$ cat src/rtl/csla_bec_pkg.sv
// Shared definitions for the pipelined carry-select adder/subtractor:
// segment-width helper, configuration legality check and the payload
// carried between pipeline stages.
package csla_bec_pkg;

    // Widest operand the stage payload can carry; covers 32- and 64-bit datapaths.
    localparam int MAX_W      = 64;
    localparam int MAX_STAGES = 8;

    // Bits of the operation completed by each pipeline stage.
    function automatic int seg_w(input int width, input int num_stages);
        return width / num_stages;
    endfunction

    // Legal configuration: 1..MAX_STAGES stages, WIDTH split evenly into
    // segments, and each segment split evenly into BLK_W blocks.
    function automatic bit cfg_ok(input int width, input int num_stages, input int blk_w);
        bit ok;
        ok = 1'b1;
        if (num_stages < 1 || num_stages > MAX_STAGES) begin
            ok = 1'b0;
        end else if (width < 1 || width > MAX_W || (width % num_stages) != 0) begin
            ok = 1'b0;
        end else if (blk_w < 1 || (seg_w(width, num_stages) % blk_w) != 0) begin
            ok = 1'b0;
        end
        return ok;
    endfunction

    // What one stage hands to the next: operands (b already inverted for a
    // subtract), the low sum bits finished so far, and the carry into the
    // next segment. Bits above WIDTH stay zero.
    typedef struct packed {
        logic [MAX_W-1:0] a;
        logic [MAX_W-1:0] b;
        logic [MAX_W-1:0] psum;
        logic             carry;
    } stage_pl_t;

endpackage

$ cat src/rtl/csla_bec_seg.sv
// Combinational SEG-bit carry-select segment. Each BLK_W block adds with a
// ripple-carry chain (carry-in 0), derives the +1 candidate with a
// binary-to-excess-1 converter, and a mux picks one on the block carry-in.
module csla_bec_seg #(
    parameter int SEG   = 16,
    parameter int BLK_W = 4
) (
    input  logic [SEG-1:0] a,
    input  logic [SEG-1:0] b,
    input  logic           cin,
    output logic [SEG-1:0] s,
    output logic           cout
);

    localparam int NUM_BLK = SEG / BLK_W;

    logic [BLK_W-1:0] s0;     // block sum assuming carry-in 0
    logic [BLK_W-1:0] s1;     // block sum assuming carry-in 1 (s0 + 1)
    logic             c0;
    logic             c1;
    logic             rc;     // ripple carry inside the RCA
    logic             run;    // "all lower s0 bits are one" inside the BEC
    logic             carry;  // select carry between blocks

    // Walk the blocks LSB-first: RCA, BEC, then select on the incoming carry.
    always_comb begin
        // NOTE: every variable gets a default before the loop so no path
        // leaves one unassigned and no latch is inferred.
        s     = '0;
        s0    = '0;
        s1    = '0;
        c0    = 1'b0;
        c1    = 1'b0;
        rc    = 1'b0;
        run   = 1'b0;
        carry = cin;
        // NOTE: blocking assignments are intended here -- rc, run and carry
        // are chained through the loop; sequential state elsewhere uses <=.
        for (int j = 0; j < NUM_BLK; j++) begin
            rc = 1'b0;
            for (int i = 0; i < BLK_W; i++) begin
                s0[i] = a[j*BLK_W+i] ^ b[j*BLK_W+i] ^ rc;
                rc    = (a[j*BLK_W+i] & b[j*BLK_W+i]) | (rc & (a[j*BLK_W+i] ^ b[j*BLK_W+i]));
            end
            c0 = rc;

            // Excess-1: bit i toggles when every lower bit of s0 is one.
            run = 1'b1;
            for (int i = 0; i < BLK_W; i++) begin
                s1[i] = s0[i] ^ run;
                run   = run & s0[i];
            end
            // s0 all ones wraps to zero and carries; c0=1 with s0 all ones is unreachable.
            c1 = c0 | run;

            s[j*BLK_W +: BLK_W] = carry ? s1 : s0;
            carry               = carry ? c1 : c0;
        end
        cout = carry;
    end

endmodule

$ cat src/rtl/csla_bec_pipe.sv
// Pipelined carry-select adder/subtractor. WIDTH bits are split into
// NUM_STAGES segments, one per register stage; the whole pipe advances
// together under a valid/ready handshake with a global stall.
// Optional macro CSLA_BEC_FLAGS_EN adds registered zero/ovf outputs.
module csla_bec_pipe
    import csla_bec_pkg::*;
#(
    parameter int WIDTH      = 32,
    parameter int NUM_STAGES = 2,
    parameter int BLK_W      = 4
) (
    input  logic             clk,
    input  logic             rst_n,
    input  logic             in_valid,
    output logic             in_ready,
    input  logic [WIDTH-1:0] a,
    input  logic [WIDTH-1:0] b,
    input  logic             cin,
    input  logic             sub,
    output logic             out_valid,
    input  logic             out_ready,
    output logic [WIDTH-1:0] sum,
    output logic             cout
`ifdef CSLA_BEC_FLAGS_EN
    ,
    output logic             zero,
    output logic             ovf
`endif
);

    localparam int SEG  = seg_w(WIDTH, NUM_STAGES);
    localparam int LAST = NUM_STAGES - 1;

    if (!cfg_ok(WIDTH, NUM_STAGES, BLK_W)) begin : g_cfg_check
        $error("csla_bec_pipe: illegal WIDTH/NUM_STAGES/BLK_W combination");
    end

    logic [NUM_STAGES-1:0] valid_q;
    logic [NUM_STAGES-1:0] valid_d;
    stage_pl_t             stage_in [NUM_STAGES];  // payload entering each segment
    stage_pl_t             pipe_d   [NUM_STAGES];  // payload leaving each segment
    stage_pl_t             pipe_q   [NUM_STAGES];  // stage registers
    logic [SEG-1:0]        seg_s    [NUM_STAGES];
    logic                  seg_c    [NUM_STAGES];
    logic                  advance;
    logic                  unused_acc;

    // The pipe moves only when the output slot is empty or being drained.
    assign advance   = ~valid_q[LAST] | out_ready;
    assign in_ready  = advance;
    assign out_valid = valid_q[LAST];
    assign sum       = pipe_q[LAST].psum[WIDTH-1:0];
    assign cout      = pipe_q[LAST].carry;

    // Stage 0 applies the subtract (invert b, force carry-in); later stages
    // consume the previous stage register unchanged.
    always_comb begin
        for (int k = 0; k < NUM_STAGES; k++) begin
            stage_in[k] = '0;
        end
        stage_in[0].a[WIDTH-1:0] = a;
        stage_in[0].b[WIDTH-1:0] = sub ? ~b : b;
        stage_in[0].carry        = sub | cin;
        for (int k = 1; k < NUM_STAGES; k++) begin
            stage_in[k] = pipe_q[k-1];
        end
    end

    for (genvar k = 0; k < NUM_STAGES; k++) begin : g_stage
        csla_bec_seg #(
            .SEG   (SEG),
            .BLK_W (BLK_W)
        ) u_seg (
            .a    (stage_in[k].a[k*SEG +: SEG]),
            .b    (stage_in[k].b[k*SEG +: SEG]),
            .cin  (stage_in[k].carry),
            .s    (seg_s[k]),
            .cout (seg_c[k])
        );
    end

    // Merge each segment's result into its payload: fill in this segment's
    // sum bits and replace the carry with the segment carry-out.
    always_comb begin
        for (int k = 0; k < NUM_STAGES; k++) begin
            pipe_d[k]                     = stage_in[k];
            pipe_d[k].psum[k*SEG +: SEG]  = seg_s[k];
            pipe_d[k].carry               = seg_c[k];
        end
    end

    // Valid bits shift one stage per advance, new op entering at stage 0.
    always_comb begin
        valid_d    = '0;
        valid_d[0] = in_valid;
        for (int k = 1; k < NUM_STAGES; k++) begin
            valid_d[k] = valid_q[k-1];
        end
    end

    // Stage registers: every stage holds together when the pipe is stalled.
    always_ff @(posedge clk or negedge rst_n) begin
        if (!rst_n) begin
            valid_q <= '0;
            // NOTE: data registers are reset as well so sum/cout read zero
            // straight out of reset, not just when out_valid is low.
            for (int k = 0; k < NUM_STAGES; k++) begin
                pipe_q[k] <= '0;
            end
        end else if (advance) begin
            valid_q <= valid_d;
            for (int k = 0; k < NUM_STAGES; k++) begin
                pipe_q[k] <= pipe_d[k];
            end
        end
    end

    // Operand copies in the last stage and payload bits above WIDTH have no
    // consumer; fold them into one sink so their non-use is explicit.
    always_comb begin
        unused_acc = 1'b0;
        for (int k = 0; k < NUM_STAGES; k++) begin
            unused_acc = unused_acc ^ (^pipe_q[k]);
        end
    end

`ifdef CSLA_BEC_FLAGS_EN
    logic zero_q;
    logic zero_d;
    logic ovf_q;
    logic ovf_d;

    // Flags from the final segment's result; the carry into the MSB is
    // recovered as sum ^ a ^ b at that bit.
    always_comb begin
        zero_d = (pipe_d[LAST].psum[WIDTH-1:0] == '0);
        ovf_d  = pipe_d[LAST].psum[WIDTH-1] ^ pipe_d[LAST].a[WIDTH-1]
               ^ pipe_d[LAST].b[WIDTH-1] ^ pipe_d[LAST].carry;
    end

    // Flag registers advance in lockstep with the final stage register.
    always_ff @(posedge clk or negedge rst_n) begin
        if (!rst_n) begin
            zero_q <= 1'b0;
            ovf_q  <= 1'b0;
        end else if (advance) begin
            zero_q <= zero_d;
            ovf_q  <= ovf_d;
        end
    end

    assign zero = zero_q;
    assign ovf  = ovf_q;
`endif

endmodule

$ cat config.mk
export PLATFORM = sky130hd
export DESIGN_NAME = csla_bec_pipe
export DESIGN_NICKNAME = d
export VERILOG_FILES = /design/src/rtl/csla_bec_pkg.sv /design/src/rtl/csla_bec_seg.sv /design/src/rtl/csla_bec_pipe.sv
export SDC_FILE = /design/constraint.sdc
export NUM_CORES = 1
export LEC_CHECK = 0
export CORE_ASPECT_RATIO = 2
export CORE_MARGIN = 2
export CORE_UTILIZATION = 24
export CTS_BUF_LIST = sky130_fd_sc_hd__clkbuf_16
export DETAILED_ROUTE_END_ITERATION = 10
export PLACE_DENSITY = 0.52
export SYNTH_ARGS = -nofsm -noshare
export SYNTH_HDL_FRONTEND = slang
export SYNTH_HIERARCHICAL = 1
export SYNTH_SLANG_ARGS = --single-unit
$ cat constraint.sdc
create_clock -name clk -period 4.7 [get_ports clk]
set_clock_uncertainty 0.15 [all_clocks]
set_input_delay 0.94 -clock clk [delete_from_list [all_inputs] [get_ports clk]]
set_output_delay 0.94 -clock clk [all_outputs]
set_load 0.02 [all_outputs]
==> metrics.cfg <==
[global_routing]
antenna_found_initial = 0
track_usage_pct = 10.32
grt_start_max_net_pins = 56
grt-ovfl-total = 0
first_global_vias = 3588
grt_pass1_wl_um = 18980

[clocking]
root_buffer = clkbuf_16
cts-resized-gates = 0
cts.sinks = 84
worstSkewPairLatency_ns = 0.36
cts_setup_buffers = 0
h-tree-depth = 3
hold_buffers = 0
numCtsBuffers = 9
cts.clk_slew.worst_paths_ns = 0.06
cts_tree = yes
cts_buffer_depth = 2

[run]
cap_violations = 0

[logic_synthesis]
ys_seq_elements = 84
async_reset_ff_share_pct = 100.0
syn-num-nets = 542
synth_top_area_share_pct = 38.41
synth.largest_area_cell = dfrtp_1
synth_area_mm2 = 0.005473
yosys_warnings = 6
yosysMostFrequentCell = dfrtp_1
synth_edf_count = 0
synth_ff_type = dfrtp_1
synth.top_cells.by_area = dfrtp_1 38%, mux2_4 13%, mux2_2 11%, fa_1 8.8%, ha_1 7.3%
synth_common_cells = 84 x dfrtp_1, 58 x inv_1, 52 x mux2_2, 48 x mux2_4
ys_seq_area_share_pct = 38.41
synthCells = 416
synth_cell_types = 21
avgSynthCellArea_um2 = 13.16

[drt]
num_vias = 3068
antenna_left = 0
drc = 0
first_iter_violations = 37
wirelength_um = 11540
post_drt_wl_per_cell_um = 14.89
viasPerCell = 3.959
drt-pass1-iter-count = 4

[pwr]
vdd_drop_max_v = 0.0002332
p_leak_nw = 3.176
powerDensity_mw_per_mm2 = 500.2

[timing]
fin_crit_sh_pct = 91.57
fmaxAchievable_mhz = 232.3
drv_slew = 0
rsz0062_at_grt = no
fin_crit_ns = 4.304
relSlewSlack_pct = 45.28
worst_pin_slew_ns = 0.8208
setup_viol = 0
hold_viol_final = 0

[die]
die_w_um = 110.8
die_area_mm2 = 0.02410
die_y_um = 217.6
num_rows = 78
io_pins = 105
start_util_pct = 24.28
coreArea_mm2 = 0.02254

[layout]
stdcell_count = 775
fill_cells = 2300
seqCellArea_mm2 = 0.002102
nNetsFinal = 616
multi_input_area_mm2 = 0.002770
finalInstanceArea_mm2 = 0.006835
drive_gt1_share_pct = 26.67
area_delta_synth_final_pct = 24.90
diodes = 0

[worst_setup_path]
cp_max_fo = 7
crit_path_cell_trace = clkdlybuf4s50_1 > xor2_1 > ha_1 > inv_1 > fa_1 > fa_1 > inv_1 > fa_1 > ha_1 > a21o_4 > a31oi_4 > mux2_2 > mux2_2
slowest_delay_ns = 0.47
rr_worst_depth = 11
critPathKind = in -> reg
cp.required_ns = 4.79
critPathCaptureType = register
path_common_cell = fa_1
cp-start-kind = primary input
cp_slowest_cell = clkdlybuf4s50_1
arrival_ns = 4.39

[hold_path]
min_path_cells = 1
holdCritPathClass = reg -> reg

[place]
port_buffers = 104
place_area_mm2 = 0.006519
dp_cells = 759
dpl.hpwl_um = 8910
gp_congestion = 0.7255

[run_status]
outcome = finished clean

final timing paths:
kind | start | slack, ns | endpoint
min reg2reg | valid_q[0]$_DFFE_PN0P_ | 0.32 | valid_q[1]$_DFFE_PN0P_
min in group asynchronous | rst_n | 0.50 | pipe_d[84]$_DFFE_PN0P_
min | valid_q[0]$_DFFE_PN0P_ | 0.32 | valid_q[1]$_DFFE_PN0P_
max | b[0] | 0.40 | pipe_d[16]$_DFFE_PN0P_
max in group asynchronous | rst_n | 3.03 | pipe_d[8]$_DFFE_PN0P_
max reg2reg | pipe_d[145]$_DFFE_PN0P_ | 1.18 | sum[31]$_DFFE_PN0P_
per-layer routing:
metal,GRT usage (%),wire length [um],vias to the layer above
li1,-,-,1463
met1,10.41,4221,1523
met2,19.24,6516,68
met3,2.335,481,14
met4,5.958,321,0
met5,0,0,-
report_power, final:
group / leakage [nW] / internal (mW) / total [mW] / switching [mW]
Sequential: 0.981 / 0.976 / 1.13 / 0.159
Clock: 0.155 / 0.463 / 0.772 / 0.308
Combinational: 2.04 / 0.851 / 1.51 / 0.661
Total: 3.18 / 2.29 / 3.42 / 1.13
critical path: cells and delay by family:
family,cells,cell delay [ns]
AOI/OAI and AO/OA,2,0.54
xor gates and xnor gates,1,0.15
adders and majority gates,5,1.55
buffers and inverters,3,0.58
muxes,2,0.62
layout by cell type, fill, tap and decap left out, types with 3 or more instances in the layout:
| master | n |
|---|---|
| mux2_2 | 52 |
| fa_1 | 24 |
| clkinv_2 | 3 |
| clkdlybuf4s50_1 | 102 |
| inv_1 | 58 |
| xor2_1 | 34 |
| nand2_1 | 11 |
| dfrtp_1 | 84 |
| buf_4 | 7 |
| xnor2_1 | 6 |
| ha_1 | 32 |
| o21ai_0 | 7 |
| clkbuf_16 | 9 |
| mux2_4 | 48 |
cell type report:
| cell class | count | area share, % |
|---|---|---|
| multi-input cells | 227 | 40.53 |
| flip-flops and latches | 84 | 30.75 |
| repair buffers | 110 | 15.78 |
| well taps | 280 | 5.125 |
| clock buffers | 9 | 3.295 |
| inverters | 58 | 3.185 |
| clock inverters | 7 | 1.336 |
cell families (layout without fill, tap and decap cells):
group,count (synthesis),in the layout,synth area share (%)
AO/OA/AOI/OAI,17,17,3.018
XOR/XNOR,40,40,6.402
adder cells (fa/ha/maj),56,56,16.10
buffers and inverters,105,184,10.97
flip-flops,84,84,38.41
multiplexers,100,100,23.87
AND/OR/NAND/NOR,14,14,1.235
state kept, by name, summed over array words and instances, names as in the netlist:
| signal | count |
|---|---|
| pipe_d | 48 |
| sum | 32 |
| valid_q | 2 |
| cout | 1 |
| pipe_q | 1 |
through the flow:
step | hold WS [ns] | setup TNS [ns] | power, mW | worst slack (ns) | util, %
3_5_place_dp | 0.3009 | -0.06558 | 2.694 | -0.02540 | 28.92
5_1_grt | 0.3278 | 0 | 3.661 | 0.2159 | 30.32
4_1_cts | 0.3198 | 0 | 3.496 | 0.3656 | 30.32
2_1_floorplan | 0.2849 | 0 | 2.294 | 0.3495 | -
6_report | 0.3227 | 0 | 3.419 | 0.3961 | 30.32
3_3_place_gp | 0.3081 | 0 | 2.659 | 0.009885 | 28.92
(Power assumes the default switching activity.)
